===== src/rtl/lab2_proc_muldiv_iter.sv =====
// Iterative multiply/divide unit for the lab2 processor X stage.
// Handles MUL/DIV/DIVU/REM/REMU with a fixed NBITS-iteration shift-add or restoring-division loop.
module lab2_proc_muldiv_iter #(
  parameter int NBITS = 32
) (
  input  logic             clk,
  input  logic             reset,
  input  logic             req_val,
  output logic             req_rdy,
  input  logic [2:0]       req_fn,
  input  logic [NBITS-1:0] req_a,
  input  logic [NBITS-1:0] req_b,
  output logic             resp_val,
  input  logic             resp_rdy,
  output logic [NBITS-1:0] resp_msg
);

  localparam int CW = $clog2(NBITS);

  localparam logic [1:0] IDLE = 2'd0;
  localparam logic [1:0] CALC = 2'd1;
  localparam logic [1:0] DONE = 2'd2;

  localparam logic [2:0] FN_MUL  = 3'd0;
  localparam logic [2:0] FN_DIV  = 3'd1;
  localparam logic [2:0] FN_DIVU = 3'd2;
  localparam logic [2:0] FN_REM  = 3'd3;
  localparam logic [2:0] FN_REMU = 3'd4;

  logic [1:0]         state;
  logic [CW-1:0]      counter;
  logic               load;
  logic [2:0]         fn;
  logic [NBITS-1:0]   a_raw;
  logic [NBITS-1:0]   b_raw;
  logic [NBITS-1:0]   opa;
  logic [NBITS-1:0]   opb;
  logic [2*NBITS-1:0] rq;
  logic               neg_q;
  logic               neg_r;
  logic               dbz;
  logic [NBITS-1:0]   result;

  logic [2*NBITS-1:0] rq_nxt;
  logic [NBITS-1:0]   opa_nxt;
  logic [NBITS-1:0]   opb_nxt;
  logic [2*NBITS:0]   shifted;
  logic [NBITS:0]     diff;
  logic [NBITS-1:0]   quot;
  logic [NBITS-1:0]   rem;
  logic [NBITS-1:0]   final_val;

  // |x| of a two's-complement value; the most negative value maps to itself as an unsigned magnitude
  function automatic logic [NBITS-1:0] abs_val(input logic signed [NBITS-1:0] x);
    logic signed [NBITS-1:0] neg;
    neg = -x;
    return (x < 0) ? $unsigned(neg) : $unsigned(x);
  endfunction

  function automatic logic [NBITS-1:0] cond_neg(input logic [NBITS-1:0] x, input logic en);
    return en ? (~x + 1'b1) : x;
  endfunction

  assign req_rdy  = (state == IDLE);
  assign resp_val = (state == DONE);
  assign resp_msg = result;

  // One iteration: shift-add for MUL, shift-compare-subtract for the divide family
  always_comb begin
    rq_nxt  = rq;
    opa_nxt = opa;
    opb_nxt = opb;
    shifted = '0;
    diff    = '0;
    if (fn == FN_MUL) begin
      if (opb[0]) rq_nxt[NBITS-1:0] = rq[NBITS-1:0] + opa;
      opa_nxt = opa << 1;
      opb_nxt = opb >> 1;
    end else begin
      shifted = {rq, 1'b0};
      if (shifted[2*NBITS:NBITS] >= {1'b0, opb}) begin
        diff                     = shifted[2*NBITS:NBITS] - {1'b0, opb};
        shifted[2*NBITS:NBITS]   = diff;
        shifted[0]               = 1'b1;
      end
      rq_nxt = shifted[2*NBITS-1:0];
    end
  end

  assign quot = rq_nxt[NBITS-1:0];
  assign rem  = rq_nxt[2*NBITS-1:NBITS];

  always_comb begin
    final_val = '0;
    case (fn)
      FN_MUL:  final_val = rq_nxt[NBITS-1:0];
      FN_DIV:  final_val = dbz ? '1 : cond_neg(quot, neg_q);
      FN_DIVU: final_val = dbz ? '1 : quot;
      FN_REM:  final_val = dbz ? a_raw : cond_neg(rem, neg_r);
      FN_REMU: final_val = dbz ? a_raw : rem;
      default: final_val = '0;
    endcase
  end

  // Accept latches raw operands and sign flags; the first CALC cycle conditions operands,
  // then NBITS iteration cycles follow, the last of which registers the result.
  always_ff @(posedge clk or negedge reset) begin
    if (!reset) begin
      state   <= IDLE;
      counter <= '0;
      load    <= 1'b0;
      fn      <= '0;
      a_raw   <= '0;
      b_raw   <= '0;
      opa     <= '0;
      opb     <= '0;
      rq      <= '0;
      neg_q   <= 1'b0;
      neg_r   <= 1'b0;
      dbz     <= 1'b0;
      result  <= '0;
    end else begin
      case (state)
        IDLE: begin
          if (req_val) begin
            fn      <= req_fn;
            a_raw   <= req_a;
            b_raw   <= req_b;
            neg_q   <= (req_fn == FN_DIV) && (req_a[NBITS-1] != req_b[NBITS-1]);
            neg_r   <= (req_fn == FN_REM) && req_a[NBITS-1];
            dbz     <= (req_b == '0);
            load    <= 1'b1;
            counter <= CW'(NBITS - 1);
            state   <= CALC;
          end
        end
        CALC: begin
          if (load) begin
            load <= 1'b0;
            opa  <= a_raw;
            if (fn == FN_MUL) begin
              rq  <= '0;
              opb <= b_raw;
            end else if (fn == FN_DIV || fn == FN_REM) begin
              rq  <= {{NBITS{1'b0}}, abs_val(a_raw)};
              opb <= abs_val(b_raw);
            end else begin
              rq  <= {{NBITS{1'b0}}, a_raw};
              opb <= b_raw;
            end
          end else begin
            rq  <= rq_nxt;
            opa <= opa_nxt;
            opb <= opb_nxt;
            if (counter == '0) begin
              result <= final_val;
              state  <= DONE;
            end else begin
              counter <= counter - 1'b1;
            end
          end
        end
        DONE: begin
          if (resp_rdy) state <= IDLE;
        end
        default: state <= IDLE;
      endcase
    end
  end

endmodule


===== config.mk =====
export PLATFORM = sky130hd
export DESIGN_NAME = lab2_proc_muldiv_iter
export DESIGN_NICKNAME = d
export VERILOG_FILES = /design/src/rtl/lab2_proc_muldiv_iter.sv
export SDC_FILE = /design/constraint.sdc
export NUM_CORES = 1
export LEC_CHECK = 0
export BUFFER_PORTS_ARGS = -buffer_cell sky130_fd_sc_hd__buf_2
export CAP_MARGIN = 25
export CORE_MARGIN = 1.5
export CORE_UTILIZATION = 40
export DETAILED_ROUTE_END_ITERATION = 7
export GPL_ROUTABILITY_DRIVEN = 0
export PLACE_DENSITY = 0.62
export SYNTH_ARGS = -nofsm -noshare
export SYNTH_HDL_FRONTEND = slang
export SYNTH_SLANG_ARGS = --single-unit

===== constraint.sdc =====
create_clock -name clk -period 7.85 [get_ports clk]
set_clock_uncertainty 0.15 [all_clocks]
set_input_delay 1.57 -clock clk [delete_from_list [all_inputs] [get_ports clk]]
set_output_delay 1.57 -clock clk [all_outputs]
set_load 0.01 [all_outputs]

Yosys cells after proc, flatten, opt, wreduce, memory -nomap -nowiden
Cells that the tools add are included.
{ "op_classes": {"addsub": 7, "order_cmp": 3, "n_eq_ne": 14, "n_mux": 34, "bitwise": 3, "reduce_logical": 15} }
{ "op_table": {"columns": ["operator", "count"], "rows": [
  ["2-to-1 mux 32 bit", 20],
  ["case mux 32 bit (5 select lines)", 1],
  ["adder 32 x 1 -> 32 bit, second input constant", 2],
  ["< comparator 32 x 1 -> 1 bit, second input constant", 2],
  ["2-to-1 mux 64 bit", 1],
  ["negator 32 bit", 2],
  ["inverter 32 bit", 2],
  ["greater-or-equal comparator 33 x 32 -> 1 bit", 1],
  ["adder 32 bit", 1],
  ["logical NOT 32 bit", 1],
  ["subtractor 32 bit", 1],
  ["2-to-1 mux 5 bit", 3],
  ["case mux 5 bit (2 select lines)", 1],
  ["== test 3 x 2 -> 1 bit, second input constant", 3],
  ["2-to-1 mux 2 bit", 4],
  ["!= test 2 bit, second input constant", 4],
  ["AND reduction 4 bit", 2],
  ["== test 3 x 1 -> 1 bit, second input constant", 2],
  ["case mux 2 bit (3 select lines)", 1],
  ["AND reduction 2 bit", 3],
  ["logical NOT 5 bit", 1],
  ["subtractor 5 x 1 -> 5 bit, second input constant", 1],
  ["nonzero test 2 bit", 2],
  ["== test 3 bit, second input constant", 1],
  ["other kinds (12)", 14]
]} }
{ "word_totals": {"register_bits": 238, "inputBits": 71, "out_inout_bits": 34, "wordCells": 89} }

Depth between registers and ports, before layout
Gate-level depths: netlist of the first run.
{ "depth": {"depth_word": 8, "depth_mapped": 21, "ltp_nobuf": 19} }

Worst setup path after synthesis of the first run
No wires, ideal clock.
{ "synth_timing": {"path_kind": "register to register", "start": "register rq[37]", "end": "register result[30] (netlist: resp_msg[30])", "setup_ns": 0.082, "t_arrival_ns": 4.256, "t_required_ns": 7.618, "setup_slack_ns": 3.362, "stages_incl_launch_ff": 20, "path_buffers": 1, "synth_period_minus_slack_ns": 4.488, "path_cell_list": "dfrtp_1 -> ha_1 -> a211o_1 -> a21o_1 -> nor2_4 -> a211oi_2 -> a31o_4 -> nor3_4 -> buf_4 -> nor2_2 -> a21oi_1 -> ha_1 -> nand3_1 -> or4b_4 -> nor3_2 -> nand4_1 -> o31ai_1 -> xnor2_1 -> o21ai_1 -> a31oi_1"} }
{ "synth_via": {"elab_chain_len": 8, "elab_cells_between_ends": 16, "cone_classes": "3 x add/sub; 1 x order compare; 10 x mux; 2 x bitwise"} }
{ "synth_lines": {"columns": ["element", "line", "source"], "rows": [
  ["start: declaration", "38", "logic [2*NBITS-1:0] rq;"],
  ["start signal: assignment", "145", "rq <= {{NBITS{1'b0}}, abs_val(a_raw)};"],
  ["start signal: assignment", "148", "rq <= {{NBITS{1'b0}}, a_raw};"],
  ["start signal: assignment", "152", "rq <= rq_nxt;"],
  ["subtractor 32 bit or greater-or-equal comparator 33 x 32 -> 1 bit (tied branches)", "82, 81", null],
  ["2-to-1 mux 32 bit or 2-to-1 mux 1 bit (tied branches)", "81", "if (shifted[2*NBITS:NBITS] >= {1'b0, opb}) begin"],
  ["2-to-1 mux 32 bit", "75", "if (fn == FN_MUL) begin"],
  ["inverter 32 bit", "61", "return en ? (~x + 1'b1) : x;"],
  ["adder 32 x 1 -> 32 bit", "61", null],
  ["2-to-1 mux 32 bit", "61", null],
  ["2-to-1 mux 32 bit, on equally long branches", "99, 97", null],
  ["case mux 32 bit (5 select lines) (*)", "95", "case (fn)"],
  ["end signal: assignment", "156", "result <= final_val;"],
  ["end: declaration", "42", "logic [NBITS-1:0] result;"]
]} }
Every way passes the cells marked *; elsewhere a longest branch is shown, timed or not.
A chain may end at the register's enable or synchronous reset.

Final worst setup path of the first run
{ "layout_timing": {"start": "register opb[25]", "end": "register result[20] (netlist: resp_msg[20])"} }
{ "layout_via": {"elab_chain_len": 8, "elab_cells_between_ends": 15, "cone_classes": "2 x add/sub; 1 x order compare; 10 x mux; 2 x bitwise"} }
{ "layout_lines": {"columns": ["element", "line", "source"], "rows": [
  ["start: declaration", "37", "logic [NBITS-1:0] opb;"],
  ["start signal: assignment", "143", "opb <= b_raw;"],
  ["start signal: assignment", "146", "opb <= abs_val(b_raw);"],
  ["start signal: assignment", "149", "opb <= b_raw;"],
  ["greater-or-equal comparator 33 x 32 -> 1 bit (*)", "81", null],
  ["2-to-1 mux 32 bit or 2-to-1 mux 1 bit (tied branches)", "81", null],
  ["2-to-1 mux 32 bit", "75", null],
  ["inverter 32 bit", "61", null],
  ["adder 32 x 1 -> 32 bit", "61", null],
  ["2-to-1 mux 32 bit", "61", null],
  ["2-to-1 mux 32 bit, on equally long branches", "99, 97", null],
  ["case mux 32 bit (5 select lines) (*)", "95", null]
]} }
Marks and branches as above.

==> flow_summary.toml, run 1 <==
[run_status]
run_status = "complete, no violations"

[global_route]
grt_max_degree = 111
track_usage = 0.2758
grt_pass1_vias = 18680
grt_pass1_wl_um = 110000
grt_overflow = 0
grt_antenna_before_repair = 1

[final_layout]
n_fill_cell = 4957
regArea_um2 = 5962
syn_to_final_growth_pct = 10.08
fin_nets = 2677
multiInputGateArea_um2 = 12830
drive_gt1_frac = 0.1040

[timing]
slew_violations = 0
final.min_clock_period_ns = 5.784
period_share = 0.7368
rsz0062_at_grt = "false"
setup_violations = 0
setup_tns_ns = 0
relSlewSlack = 0.3287
fmax_ghz = 0.1729
worst_slew_pin_slew_ns = 1.005
hold_viol_final = 0

[clock_tree]
ctsHoldBuffers = 0
cts_resized = 0
clk_latency_ns = 0.62
cts_buffers = 30
clock-sinks = 238
clk_path_buf_depth = 3
post-cts-setup-buffers = 0
clk_pin_slew_ns = 0.07
cts_tree = "yes"
cts-root-buf = "clkbuf_16"
htree_levels = 1

[route]
m1WireLength_um = 31490
vias_per_cell = 6.266
wl_met2_um = 30600
postRouteAntennaNets = 0
totalWireLength_um = 71180
dr.pass1.iters = 6
route.top_layer_used = "met5"
num_vias = 20190
drc = 0
wl_met3_um = 6842
wire_per_inst_um = 22.09
initialDrtViolationCount = 2475

[synth]
synth_area_leaders = "dfrtp_1, nand2_1, a21oi_1"
synth_largest_area_cell = "dfrtp_1"
mappedNetlistArea_um2 = 19730
async_flop_share = 1.000
synth_seq_cells = 238
synth_nets = 2684
syn_area_per_cell_um2 = 7.762
ys_seq_area_frac = 0.3019
yosys_warnings = 0
yosys.cell_types.count = 113
synth-edff-count = 0
synth_top_area_frac = 0.3019
syn_inst = 2542
synth_flop_cell = "dfrtp_1"

[worst_setup_path]
cp_max_fo = 25
start_kind = "flip-flop"
critical_path_class = "reg2reg"
critical_path.slowest_cell = "o21ai_1"
slowest_delay_ns = 0.78
cp-end-kind = "flip-flop"
worst_ep_required_time_ns = 8.21
crit_chain = "inv_1, ha_1, a21oi_2, nand2_1, a41oi_2, o21ai_2, o21ai_1, nand3_2, nor2_1, a21oi_1, mux2i_1, ha_1, nor4b_2, nand4_2, or2_2, o21ai_1, xor2_1, a211o_1"
cp_data_arrival_time_ns = 6.14

[floorplanning]
top_level_ports = 105
core_um2 = 48850
die_area_um2 = 50670
fp.dieW_um = 225.1
rows = 81
die_y_um = 225.1
start_util = 0.4039

[placed_design]
dp.final_hpwl_um = 51970
place.port_buffers = 104

[hold_path]
holdCritPathClass = "reg2reg"

[run]
drv_cap = 0
==> through the flow <==
| stage | cell area (um^2) | utilization | std cells | hold WS [ns] | setup slack, ns |
|---|---|---|---|---|---|
| finish | 21720 | 0.4446 | 3222 | 0.3389 | 2.066 |
| global route | 21720 | 0.4446 | 3221 | 0.3558 | 1.703 |
| CTS | 21690 | 0.4440 | 3220 | 0.3438 | 2.225 |
| detailed placement | 20660 | 0.4230 | 3166 | 0.3310 | 2.259 |
| global placement | 20660 | 0.4230 | 3166 | 0.3197 | 2.452 |
| floorplan | 19730 | - | 2542 | 0.3123 | 3.362 |
==> state kept, by name, summed over array words and instances, names as in the netlist <==
| register | flops |
|---|---|
| rq | 64 |
| a_raw | 32 |
| b_raw | 32 |
| opa | 32 |
| opb | 32 |
| resp_msg | 32 |
| counter | 5 |
| fn | 3 |
| state | 2 |
| dbz | 1 |
| load | 1 |
| neg_q | 1 |
| neg_r | 1 |
==> critical path: cells and delay by family, from the launching register on <==
kind | cells | cell delay, ns
AND/OR/NAND/NOR | 6 | 2.11
XOR/XNOR | 1 | 0.09
flip-flops | 1 | 0.35
AO/OA/AOI/OAI | 7 | 1.84
buffers and inverters | 1 | 0.07
multiplexers | 1 | 0.28
adder cells (fa/ha/maj) | 2 | 0.79
==> per-layer routing <==
| layer | GRT usage | up-vias |
|---|---|---|
| met5 | 0 | - |
| met4 | 0.08140 | 2 |
| met3 | 0.06063 | 140 |
| met2 | 0.4165 | 967 |
| met1 | 0.3922 | 9810 |
| li1 | - | 9270 |
==> path summary, 6_finish.rpt <==
path,slack [ns],depth (start not counted),to,from
max in group asynchronous,5.14,2,load,reset
min in group asynchronous,0.88,1,a_raw[3],reset
worst max register to register,2.07,18,resp_msg[20],opb[25]
worst min-delay path,0.34,2,resp_msg[8],resp_msg[8]
worst min register to register,0.34,2,resp_msg[8],resp_msg[8]
worst max-delay path,2.07,18,resp_msg[20],opb[25]
==> cell usage in the layout, fill, tap and decap left out, types with 21 or more instances in the layout <==
| master | Yosys | final |
|---|---|---|
| o21a_1 | 23 | 23 |
| clkbuf_16 | 0 | 30 |
| xnor2_1 | 84 | 84 |
| dfrtp_1 | 238 | 235 |
| nand2_1 | 441 | 440 |
| and3_1 | 21 | 21 |
| o22ai_1 | 34 | 34 |
| or3_1 | 27 | 26 |
| a211oi_1 | 25 | 25 |
| o21ai_0 | 190 | 190 |
| a22o_1 | 26 | 26 |
| nor2_1 | 180 | 178 |
| nor3_1 | 47 | 44 |
| buf_4 | 3 | 28 |
| buf_2 | 13 | 103 |
| nand4_1 | 31 | 31 |
| a21oi_1 | 240 | 239 |
| o211ai_1 | 33 | 33 |
| o221ai_1 | 22 | 22 |
| xor2_1 | 68 | 68 |
| ha_1 | 69 | 69 |
| mux2i_1 | 54 | 54 |
| inv_1 | 74 | 74 |
| a21o_1 | 23 | 23 |
| nand3_1 | 46 | 46 |
| nor4_1 | 23 | 23 |
| a31oi_1 | 37 | 37 |
| a22oi_1 | 33 | 33 |
| o31ai_1 | 24 | 24 |
==> logic make-up after synthesis <==
family,Yosys count,share of synthesized area
adders and majority gates,71,0.04579
xor gates and xnor gates,152,0.06747
and+or+nand+nor,906,0.2135
DFF,238,0.3019
muxes,66,0.03424
buffers and inverters,249,0.05073
AOI/OAI and AO/OA,860,0.2864
==> cells in the mapped netlist, drive strengths merged (23+ instances only) <==
cell	count
a22o	26
ha	69
nand3	47
a211oi	27
nor2	182
dfrtp	238
o221ai	23
o22ai	34
nor4	26
o31ai	25
xor2	68
nand4	34
or3	27
o21a	24
a22oi	33
o211ai	33
buf	32
clkbuf	141
mux2i	54
a31oi	39
inv	74
a21o	23
nand2	442
nor3	50
o21ai	205
xnor2	84
a21oi	242
==> cell type report <==
| type | instances | area share |
|---|---|---|
| antenna | 1 | 0.0001152 |
| clock buffer | 39 | 0.03842 |
| clock inverter | 15 | 0.008756 |
| inverter | 76 | 0.01313 |
| multi-input combinational | 2055 | 0.5905 |
| sequential | 238 | 0.2745 |
| tap | 664 | 0.03825 |
| timing repair buffer | 134 | 0.03629 |
Power of run 1 is not shown: default switching activity piles up to over one toggle a cycle in this logic, so the estimate is an artifact.
==> run 2, diff against run 1 <==
Clock period 7.85 ns to 5.98 ns, I/O delays scaled along.
==> run 2 against run 1 <==
Against the previous run:
- register-to-register slack worse by 1.2 ns
- final cell count is 0.53% higher
- non-clock buffer count increased by 15
- via count grew 1.5%
- design area up 0.35%
- global-route usage about the same
- first-iteration DRC count is 4.3% higher
- core utilization is 0.15 points higher
- count of clock-buffer cells in the layout grew 3
- flip-flop and latch count stayed put
- largest cell class unchanged
==> flow_summary.toml, run 2 (same netlist as run 1, synthesis figures left out) <==
[clock_tree]
cts-root-buf = "clkbuf_16"
clk_path_buf_depth = 3
cts_buffers = 30
ctsHoldBuffers = 0
clock-sinks = 238
clk_latency_ns = 0.60
clk_pin_slew_ns = 0.06
htree_levels = 1
post-cts-setup-buffers = 0
cts_resized = 0
cts_tree = "yes"

[route]
totalWireLength_um = 71150
drc = 0
postRouteAntennaNets = 0
dr.pass1.iters = 8
vias_per_cell = 6.328
initialDrtViolationCount = 2581
num_vias = 20500
wire_per_inst_um = 21.97

[final_layout]
fin_cells = 3239
drive_gt1_frac = 0.1085
n_fill_cell = 4984
stdcell_area_um2 = 21790
layout_commonest_cell = "nand2_1"
fin_nets = 2692
multiInputGateArea_um2 = 12820
largest_reg_flops = 64
regArea_um2 = 5962
layout_common_cells = "nand2_1, a21oi_1, dfrtp_1"
syn_to_final_growth_pct = 10.46
largest_register = "rq"

[placed_design]
dpl-instance-area_um2 = 20770
placedCellCount = 3181
place.port_buffers = 104
post-place-ws_ns = 1.033
dp.final_hpwl_um = 52160

[floorplanning]
top_level_ports = 105
die_y_um = 225.1
die_area_um2 = 50670
start_util = 0.4039
core_um2 = 48850
rows = 81
fp.dieW_um = 225.1

[worst_setup_path]
cp_max_fo = 13
start_kind = "flip-flop"
cp-end-kind = "flip-flop"
crit_chain = "ha_1, a21oi_2, nand2_1, a41oi_2, o21ai_2, o21a_2, nor3_4, nor2_2, a21oi_1, ha_1, nand3_1, or4b_4, nor3_2, nand4_1, o311ai_0, a21oi_1, o21ai_1"
cp_data_arrival_time_ns = 5.44
critical_path_class = "reg2reg"
critical_path.slowest_cell = "or4b_4"
worst_ep_required_time_ns = 6.34
slowest_delay_ns = 0.62

[global_route]
grt_antenna_before_repair = 2
track_usage = 0.2756
grt_pass1_vias = 18790
grt_max_degree = 103
grt_pass1_wl_um = 109800
grt_overflow = 0

[timing]
worst_slew_pin_slew_ns = 1.079
rsz0062_at_grt = "false"
setup_violations = 0
period_share = 0.8485
final.min_clock_period_ns = 5.074
setup_tns_ns = 0
slew_violations = 0
timing.final.ws_setup_ns = 0.9060
fmax_ghz = 0.1971
hold_viol_final = 0
relSlewSlack = 0.2743

[run]
drv_cap = 0

[hold_path]
holdCritPathClass = "reg2reg"

[run_status]
run_status = "complete, no violations"
[run 2: cell types whose count changed in the layout (fill, tap and decap cells not counted), sizes merged]
cell / before / now
bufinv: 3 / 2
clkinvlp: 6 / 3
buf: 134 / 149
clkinv: 8 / 9
clkbuf: 39 / 42
diode: 1 / 3
[run 2: final timing paths]
kind	start	endpoint	slack, ns	cells past startpoint
worst max register to register	rq[56]	resp_msg[26]	0.91	17
worst min register to register	resp_msg[8]	resp_msg[8]	0.34	2
worst min-delay path	resp_msg[8]	resp_msg[8]	0.34	2
max in group asynchronous	reset	opb[9]	3.95	2
worst max-delay path	rq[56]	resp_msg[26]	0.91	17
min in group asynchronous	reset	rq[40]	0.44	1
[run 2: per-stage QoR]
step             util  hold slack (ns)
6_report       0.4462           0.3435
5_1_grt        0.4460           0.3583
4_1_cts        0.4456           0.3417
3_5_place_dp   0.4252           0.3285
3_3_place_gp   0.4252           0.3279
2_1_floorplan       -           0.3123
[run 2: per-layer routing]
metal	share of wire	up-vias	routed length, um	global-route usage
met4	0.035	0	2501	0.09006
met2	0.43	1164	30350	0.4101
li1	-	9295	-	-
met3	0.11	175	7524	0.05424
met5	0	-	0	0
met1	0.43	9864	30780	0.3978
[run 2: worst max-delay path: cells and delay by family, from the launching register on]
family,cells,cell delay (ns)
flops,1,0.44
fa+ha+maj,2,0.77
simple gates,7,1.73
compound gates,8,1.88
[run 2: layout make-up]
class / instances / area share
antenna: 3 / 0.0003445
tap: 664 / 0.03812
timing repair buffer: 149 / 0.04099
sequential: 238 / 0.2736
clock buffer: 42 / 0.03973
inverter: 76 / 0.01309
multi-input combinational: 2055 / 0.5883
clock inverter: 12 / 0.005913
Power of run 2 is left out for the same reason.
